$ cat src/rtl/video_timing_ctrl.sv
// Raster timing generator for a DVI/TMDS encoder: syncs, blank, pixel coordinates and
// line/frame pulses. Output starts and stops only on frame boundaries.
module video_timing_ctrl #(
   parameter int   H_ACTIVE  = 640,
   parameter int   H_FRONT   = 16,
   parameter int   H_SYNC    = 96,
   parameter int   H_BACK    = 48,
   parameter int   V_ACTIVE  = 480,
   parameter int   V_FRONT   = 10,
   parameter int   V_SYNC    = 2,
   parameter int   V_BACK    = 33,
   parameter logic HSYNC_POL = 1'b0,
   parameter logic VSYNC_POL = 1'b0,
   parameter int   COORD_W   = 10
) (
   input  logic               clk,
   input  logic               reset,
   input  logic               enable,
   output logic [COORD_W-1:0] x,
   output logic [COORD_W-1:0] y,
   output logic               hsync,
   output logic               vsync,
   output logic               blank,
   output logic               line_start,
   output logic               frame_start,
   output logic               running
);

   localparam int H_TOTAL = H_ACTIVE + H_FRONT + H_SYNC + H_BACK;
   localparam int V_TOTAL = V_ACTIVE + V_FRONT + V_SYNC + V_BACK;

   // Region bounds as inclusive last-values so a sync ending exactly at TOTAL cannot wrap.
   localparam logic [COORD_W-1:0] H_LAST   = COORD_W'(H_TOTAL - 1);
   localparam logic [COORD_W-1:0] V_LAST   = COORD_W'(V_TOTAL - 1);
   localparam logic [COORD_W-1:0] HA_LAST  = COORD_W'(H_ACTIVE - 1);
   localparam logic [COORD_W-1:0] VA_LAST  = COORD_W'(V_ACTIVE - 1);
   localparam logic [COORD_W-1:0] HS_FIRST = COORD_W'(H_ACTIVE + H_FRONT);
   localparam logic [COORD_W-1:0] HS_LAST  = COORD_W'(H_ACTIVE + H_FRONT + H_SYNC - 1);
   localparam logic [COORD_W-1:0] VS_FIRST = COORD_W'(V_ACTIVE + V_FRONT);
   localparam logic [COORD_W-1:0] VS_LAST  = COORD_W'(V_ACTIVE + V_FRONT + V_SYNC - 1);

   typedef enum logic {IDLE, RUN} state_t;

   state_t             state, nxt_state;
   logic [COORD_W-1:0] nxt_x, nxt_y;
   logic               nxt_run;

   // NOTE: every always_comb output gets a default first so no path can infer a latch.
   always_comb begin
      nxt_state = state;
      nxt_x     = x;
      nxt_y     = y;
      case (state)
         IDLE: begin
            nxt_x = '0;
            nxt_y = '0;
            if (enable) nxt_state = RUN;
         end
         RUN: begin
            if (x == H_LAST) begin
               nxt_x = '0;
               if (y == V_LAST) begin
                  nxt_y = '0;
                  if (!enable) nxt_state = IDLE;
               end else begin
                  nxt_y = y + 1'b1;
               end
            end else begin
               nxt_x = x + 1'b1;
            end
         end
         default: nxt_state = IDLE;
      endcase
   end

   assign nxt_run = (nxt_state == RUN);

   // Outputs are decoded from the next coordinates so every registered output describes
   // the same pixel as x/y in the same cycle.
   // NOTE: sequential state uses non-blocking assignments only, so all registers update together.
   always_ff @(posedge clk or posedge reset) begin
      if (reset) begin
         state       <= IDLE;
         x           <= '0;
         y           <= '0;
         hsync       <= ~HSYNC_POL;
         vsync       <= ~VSYNC_POL;
         blank       <= 1'b1;
         line_start  <= 1'b0;
         frame_start <= 1'b0;
         running     <= 1'b0;
      end else begin
         state       <= nxt_state;
         x           <= nxt_x;
         y           <= nxt_y;
         hsync       <= (nxt_run && nxt_x >= HS_FIRST && nxt_x <= HS_LAST) ? HSYNC_POL : ~HSYNC_POL;
         vsync       <= (nxt_run && nxt_y >= VS_FIRST && nxt_y <= VS_LAST) ? VSYNC_POL : ~VSYNC_POL;
         blank       <= !nxt_run || (nxt_x > HA_LAST) || (nxt_y > VA_LAST);
         line_start  <= nxt_run && (nxt_x == '0);
         frame_start <= nxt_run && (nxt_x == '0) && (nxt_y == '0);
         running     <= nxt_run;
      end
   end

endmodule

$ cat config.mk
export PLATFORM = sky130hd
export DESIGN_NAME = video_timing_ctrl
export DESIGN_NICKNAME = d
export VERILOG_FILES = /design/src/rtl/video_timing_ctrl.sv
export SDC_FILE = /design/constraint.sdc
export NUM_CORES = 1
export LEC_CHECK = 0
export CORE_ASPECT_RATIO = 0.8
export CORE_MARGIN = 1.5
export CORE_UTILIZATION = 47
export DETAILED_ROUTE_END_ITERATION = 12
export PLACE_DENSITY = 0.83
export SKIP_LAST_GASP = 1
export SYNTH_ARGS = -nofsm -noshare
export SYNTH_HDL_FRONTEND = slang
export SYNTH_SLANG_ARGS = --single-unit
$ cat constraint.sdc
create_clock -name clk -period 2.2 [get_ports clk]
set_clock_uncertainty 0.05 [all_clocks]
set_input_delay 0.22 -clock clk [delete_from_list [all_inputs] [get_ports clk]]
set_output_delay 0.22 -clock clk [all_outputs]
set_load 0.03 [all_outputs]
# Word-level counts from Yosys, hierarchy flattened
# Index checks and enable logic that the tools add are counted.
[word_totals]
reg_bits = 26
wordCells = 41
out_inout_bits = 26
in_bits = 3
[classes]
n_reduce_logical = 11
mux = 11
n_eq_ne = 2
bitwise = 1
addsub = 2
order_cmp = 6
[op_table]
columns = ["cell", "count"]
rows = [
  ["10-bit case mux with 2 select lines", 2],
  ["10-bit 2-to-1 mux", 3],
  ["10-bit by 1-bit adder with 10-bit output (second input constant)", 2],
  ["10-bit equality test (second input constant)", 2],
  ["10-bit logical NOT", 2],
  ["10-bit greater-or-equal comparator (second input constant)", 1],
  ["10-bit by 9-bit greater-or-equal comparator with 1-bit output (second input constant)", 1],
  ["10-bit greater-than comparator (second input constant)", 1],
  ["10-bit by 9-bit greater-than comparator with 1-bit output (second input constant)", 1],
  ["10-bit <= comparator (second input constant)", 1],
  ["10-bit by 9-bit <= comparator with 1-bit output (second input constant)", 1],
  ["1-bit logical AND", 6],
  ["1-bit 2-to-1 mux", 5],
  ["1-bit logical OR", 2],
  ["1-bit case mux with 2 select lines", 1],
  ["1-bit logical NOT", 1],
  ["1-bit inverter", 1],
]

# Depth between registers and ports, before layout
[depth]
depth_word = 8
depth_mapped = 9
depth_no_buf = 8

# Least setup slack after synthesis
# No wires, ideal clock.
[synth_path]
path_kind = "register to register"
startpoint = "register x[6]"
endpoint = "register blank"
synth_period_minus_slack_ns = 2.533
required_ns = 2.089
setup_ns = 0.061
path_slack_ns = -0.333
n_path_buf = 3
arrival_ns = 2.423
stages_incl_launch_ff = 10
path_cell_list = "dfrtp_1 > buf_2 > or3_1 > buf_2 > or3_4 > buf_6 > or3_4 > a211oi_2 > o31ai_1 > nand2_1"
[synth_between]
elab_chain_cells = 6
word_cells_on_any_way = 13
classes_between = "add/sub: 1; order compare: 2; eq/ne: 1; mux: 6; reduce/logical: 3"
[synth_rtl]
columns = ["element", "line_no", "text"]
rows = [
  ["start: declaration", "19", "output logic [COORD_W-1:0] x,"],
  ["start signal: assignment", "94", "x <= nxt_x;"],
  ["10-bit by 1-bit adder with 10-bit output or 10-bit equality test (tied branches)", "69, 60", ""],
  ["10-bit 2-to-1 mux or 1-bit 2-to-1 mux (tied branches)", "60", "if (x == H_LAST) begin"],
  ["10-bit case mux with 2 select lines or 1-bit case mux with 2 select lines (tied branches)", "53", "case (state)"],
  ["10-bit greater-than comparator or 1-bit logical NOT (tied branches)", "98", "blank <= !nxt_run || (nxt_x > HA_LAST) || (nxt_y > VA_LAST);"],
  ["1-bit logical OR", "98", ""],
  ["1-bit logical OR (*)", "98", ""],
  ["end signal: assignment", "98", ""],
  ["end: declaration", "23", "output logic blank,"],
]
# Mark *: on every way between the ends. The rest lies on a longest branch, timed or not.

# Final worst setup path
[layout_path]
startpoint = "register x[1]"
endpoint = "register vsync"
[layout_between]
elab_chain_cells = 7
word_cells_on_any_way = 10
classes_between = "order compare: 2; eq/ne: 1; mux: 5; reduce/logical: 2"
[layout_rtl]
columns = ["element", "line_no", "text"]
rows = [
  ["10-bit equality test (*)", "60", ""],
  ["10-bit 2-to-1 mux", "60", ""],
  ["10-bit case mux with 2 select lines", "53", ""],
  ["10-bit by 9-bit greater-or-equal comparator with 1-bit output", "97", "vsync <= (nxt_run && nxt_y >= VS_FIRST && nxt_y <= VS_LAST) ? VSYNC_POL : ~VSYNC_POL;"],
  ["1-bit logical AND", "97", ""],
  ["1-bit logical AND (*)", "97", ""],
  ["1-bit 2-to-1 mux (*)", "97", ""],
  ["end signal: assignment", "87", "vsync <= ~VSYNC_POL;"],
  ["end signal: assignment", "97", ""],
  ["end: declaration", "22", "output logic vsync,"],
]
# Marked as above.

==> impl_results.md <==
- Status: finished with violations
- Failing checks: setup timing
- Crit Path Category: reg -> reg
- Crit share post-route: 1.02
- Cells after Synth: 175
- Most frequent cell on the critical path: or3_4
- Average size of a mapped cell: 8.97 µm²
- P&R area growth vs syn: 38.8%
- First-pass GRT wire length: around 6.7 mm
- Critical path buffer and inverter count: 0
- Syn_nets: approximately 180
- HPWL Detailed: around 3.0 mm
- Number of flops mapped to enable cells by yosys: 0
- Top cell type's share of synthesized area: 0.367
- Final Hold Viols: 0
- Slew HR: 0.648
- Gr usage total: 0.250
- Slack of the critical path: -0.0524 ns
- I/O Pins: 29
- Die Footprint: roughly 3700 µm²
- R2r setup slk: -0.05 ns
- Die height: about 55 µm
- Hold Path Class: in -> async
- Initial Util: 0.501
- Fin. max-slew vios: 0
- Share of layout cells above drive strength 1: 0.235
- Cell variety after synth: 42
- Antenna Cells: 0
- Top cells by count, synth: dfrtp_1, nand2_1, nor2_1, xnor2_1, nand3_1
- Critical-path maximum fanout: 6
- Routability cong.: about 0.95
- Critical Path Source Type: flip-flop
- Final net count: 228
- TritonRoute pass-1 iters: 5
- Htree depth: 1
- Clock Sinks: 26
- DRC viols: 0
- Peak supply drop: ~430 µV
- Required @ worst endpoint: approximately 2.3 ns
- Total number of vias: roughly 1.6k
- Worst Setup End Kind: flip-flop
- Post-synthesis sequential area ratio: 0.417
- CTS Buf Count: 3
- CTS tree: done
- LEAKAGE: 0.000903 µW
- CP max stage delay: ~0.52 ns
- Largest net degree at the start of global routing: 27
- # fillers: 210
- Pwr per Cell Area: ~350 nW/µm²
- GRT overflow: 0
- Cell Area, Placed: roughly 2000 µm²
- Die width: around 68 µm
- FF+latch count, synth: 26
- Ys flop type: dfrtp_1
- Max-cap violations: 0
- Cell taking the most area after synthesis: dfrtp_1
- Initial DRC Count: approximately 220
- CTS max path bufs: 2
- Number of buffers added on ports: 28
- Worst slew pin tran: 0.523 ns
- Tmin final: 2.25 ns
- CTS clk-pin slew, worst paths: about 0.090 ns
- Async SR Flop Fraction: 1.00
- Post-route antenna net violation count: 0
- Setup Slack @ Placement: -0.0294 ns
- Routed WL: roughly 4.7 mm
- Post-Syn Area: roughly 1600 µm²
- Final instance area: around 2200 µm²
- Slowest CP cell: or3_4
- Core box area: about 3100 µm²
- Num rows: 18
- Max Clk Rate: approximately 440 MHz
- Antenna violations before repair: 0
- Root Driver: clkbuf_8
- Worst-Skew Late Latency: around 0.27 ns
- # hold bufs at CTS: 0
- Routed vias/inst: around 6.2
- WL per Instance: around 18 µm
- Number of global-route vias before repair: roughly 1.4k
- Synth area leaders: dfrtp_1, xnor2_1, dfstp_2
- Worst-path cell chain: ha_4 > nand4_1 > or3_4 > or3_4 > a211oi_2 > nand4b_1
- Yosys warnings: 0
- Final Setup Violations: 4
- RSZ-0062 raised after global routing: yes
- Most common cell in the netlist: dfrtp_1
- CP arrival: about 2.4 ns
- Top cell family by delay on the critical path: simple AND/OR/NAND/NOR gates
==> state kept, by name (all words and copies together) (netlist names) <==
signal / cells
hsync: 1
y: 10
x: 10
blank: 1
line_start: 1
vsync: 1
frame_start: 1
state: 1
==> layout make-up <==
class | instances | area (µm²) | share of cell area
Timing Repair Buffer | 52 | 468 | 0.215
Inverter | 8 | 30.0 | 0.0138
Tap cell | 40 | 50.0 | 0.0230
Clock buffer | 4 | 45.0 | 0.0207
Multi-Input combinational cell | 131 | 926 | 0.425
Sequential cell | 26 | 659 | 0.303
==> path summary, 6_finish.rpt <==
check	to	depth (start not counted)	from
hold reg to reg	x[0]	2	x[0]
setup reg to reg	vsync	6	x[1]
min in group clk	state	3	enable
setup / recovery	vsync	6	x[1]
hold / removal	x[7]	3	reset
max in group asynchronous	vsync	3	reset
==> repair_timing <==
item                       CTS  global route
gates resized for setup      3            19
pin swaps                    1             6
buffers inserted             0             6
setup endpoints to repair    3             6
==> logic make-up after synthesis <==
kind of cell             after synthesis  synth area share
AO/OA/AOI/OAI                         26             0.108
flip-flops                            26             0.417
XOR/XNOR                              19             0.106
AND/OR/NAND/NOR                       82             0.285
multiplexers                           1           0.00638
adder cells (fa/ha/maj)                3            0.0239
buffers and inverters                 18            0.0542
==> cell usage in the layout (no fill, tap or decap), types with 2 or more instances in the layout <==
master           count
nand2_1             16
and3_1               2
inv_1                8
nand4_1              7
and2_1               5
or3_1                3
dfrtp_1             19
nand3_1              9
dfrtp_2              4
nor3_1               5
or3_4                3
dfstp_2              3
nor4_1               4
a21oi_1              7
clkbuf_8             3
ha_1                 2
o21ai_2              2
xnor2_1             13
buf_4               22
xor2_1               5
a31oi_1              3
clkdlybuf4s50_1     28
buf_6                2
o21ai_0              3
nand4b_1             2
nor2_1              14
==> per-stage QoR <==
step	util	TNS [ns]	hold slack, ns	total power [µW]	instances
floorplan	-	-1.56	0.208	495	175
global placement	0.635	0	0.499	502	251
global route	0.696	-0.551	0.312	796	261
finish	0.696	-0.134	0.243	770	261
detailed placement	0.635	-0.0294	0.507	503	251
CTS	0.654	-0.0208	0.257	774	255
==> per-layer routing <==
layer	vias up	global-route usage	part of all wire
met4	0	0.109	0.028
li1	713	-	-
met2	118	0.389	0.46
met5	-	0	0
met3	22	0.0514	0.091
met1	766	0.337	0.42
==> worst reg2reg max path, delay by kind of cell, from the launching register on <==
family	cells	cell delay, ns
fa+ha+maj	1	0.14
simple gates	4	1.29
flops	1	0.42
compound gates	1	0.28
==> power breakdown <==
| part | switching [µW] | internal [µW] | total, µW |
|---|---|---|---|
| logic | 10.2 | 4.59 | 14.8 |
| clock network | 148 | 130 | 277 |
| registers | 0 | 478 | 478 |
Note: power is estimated with default switching activity, not from simulation.
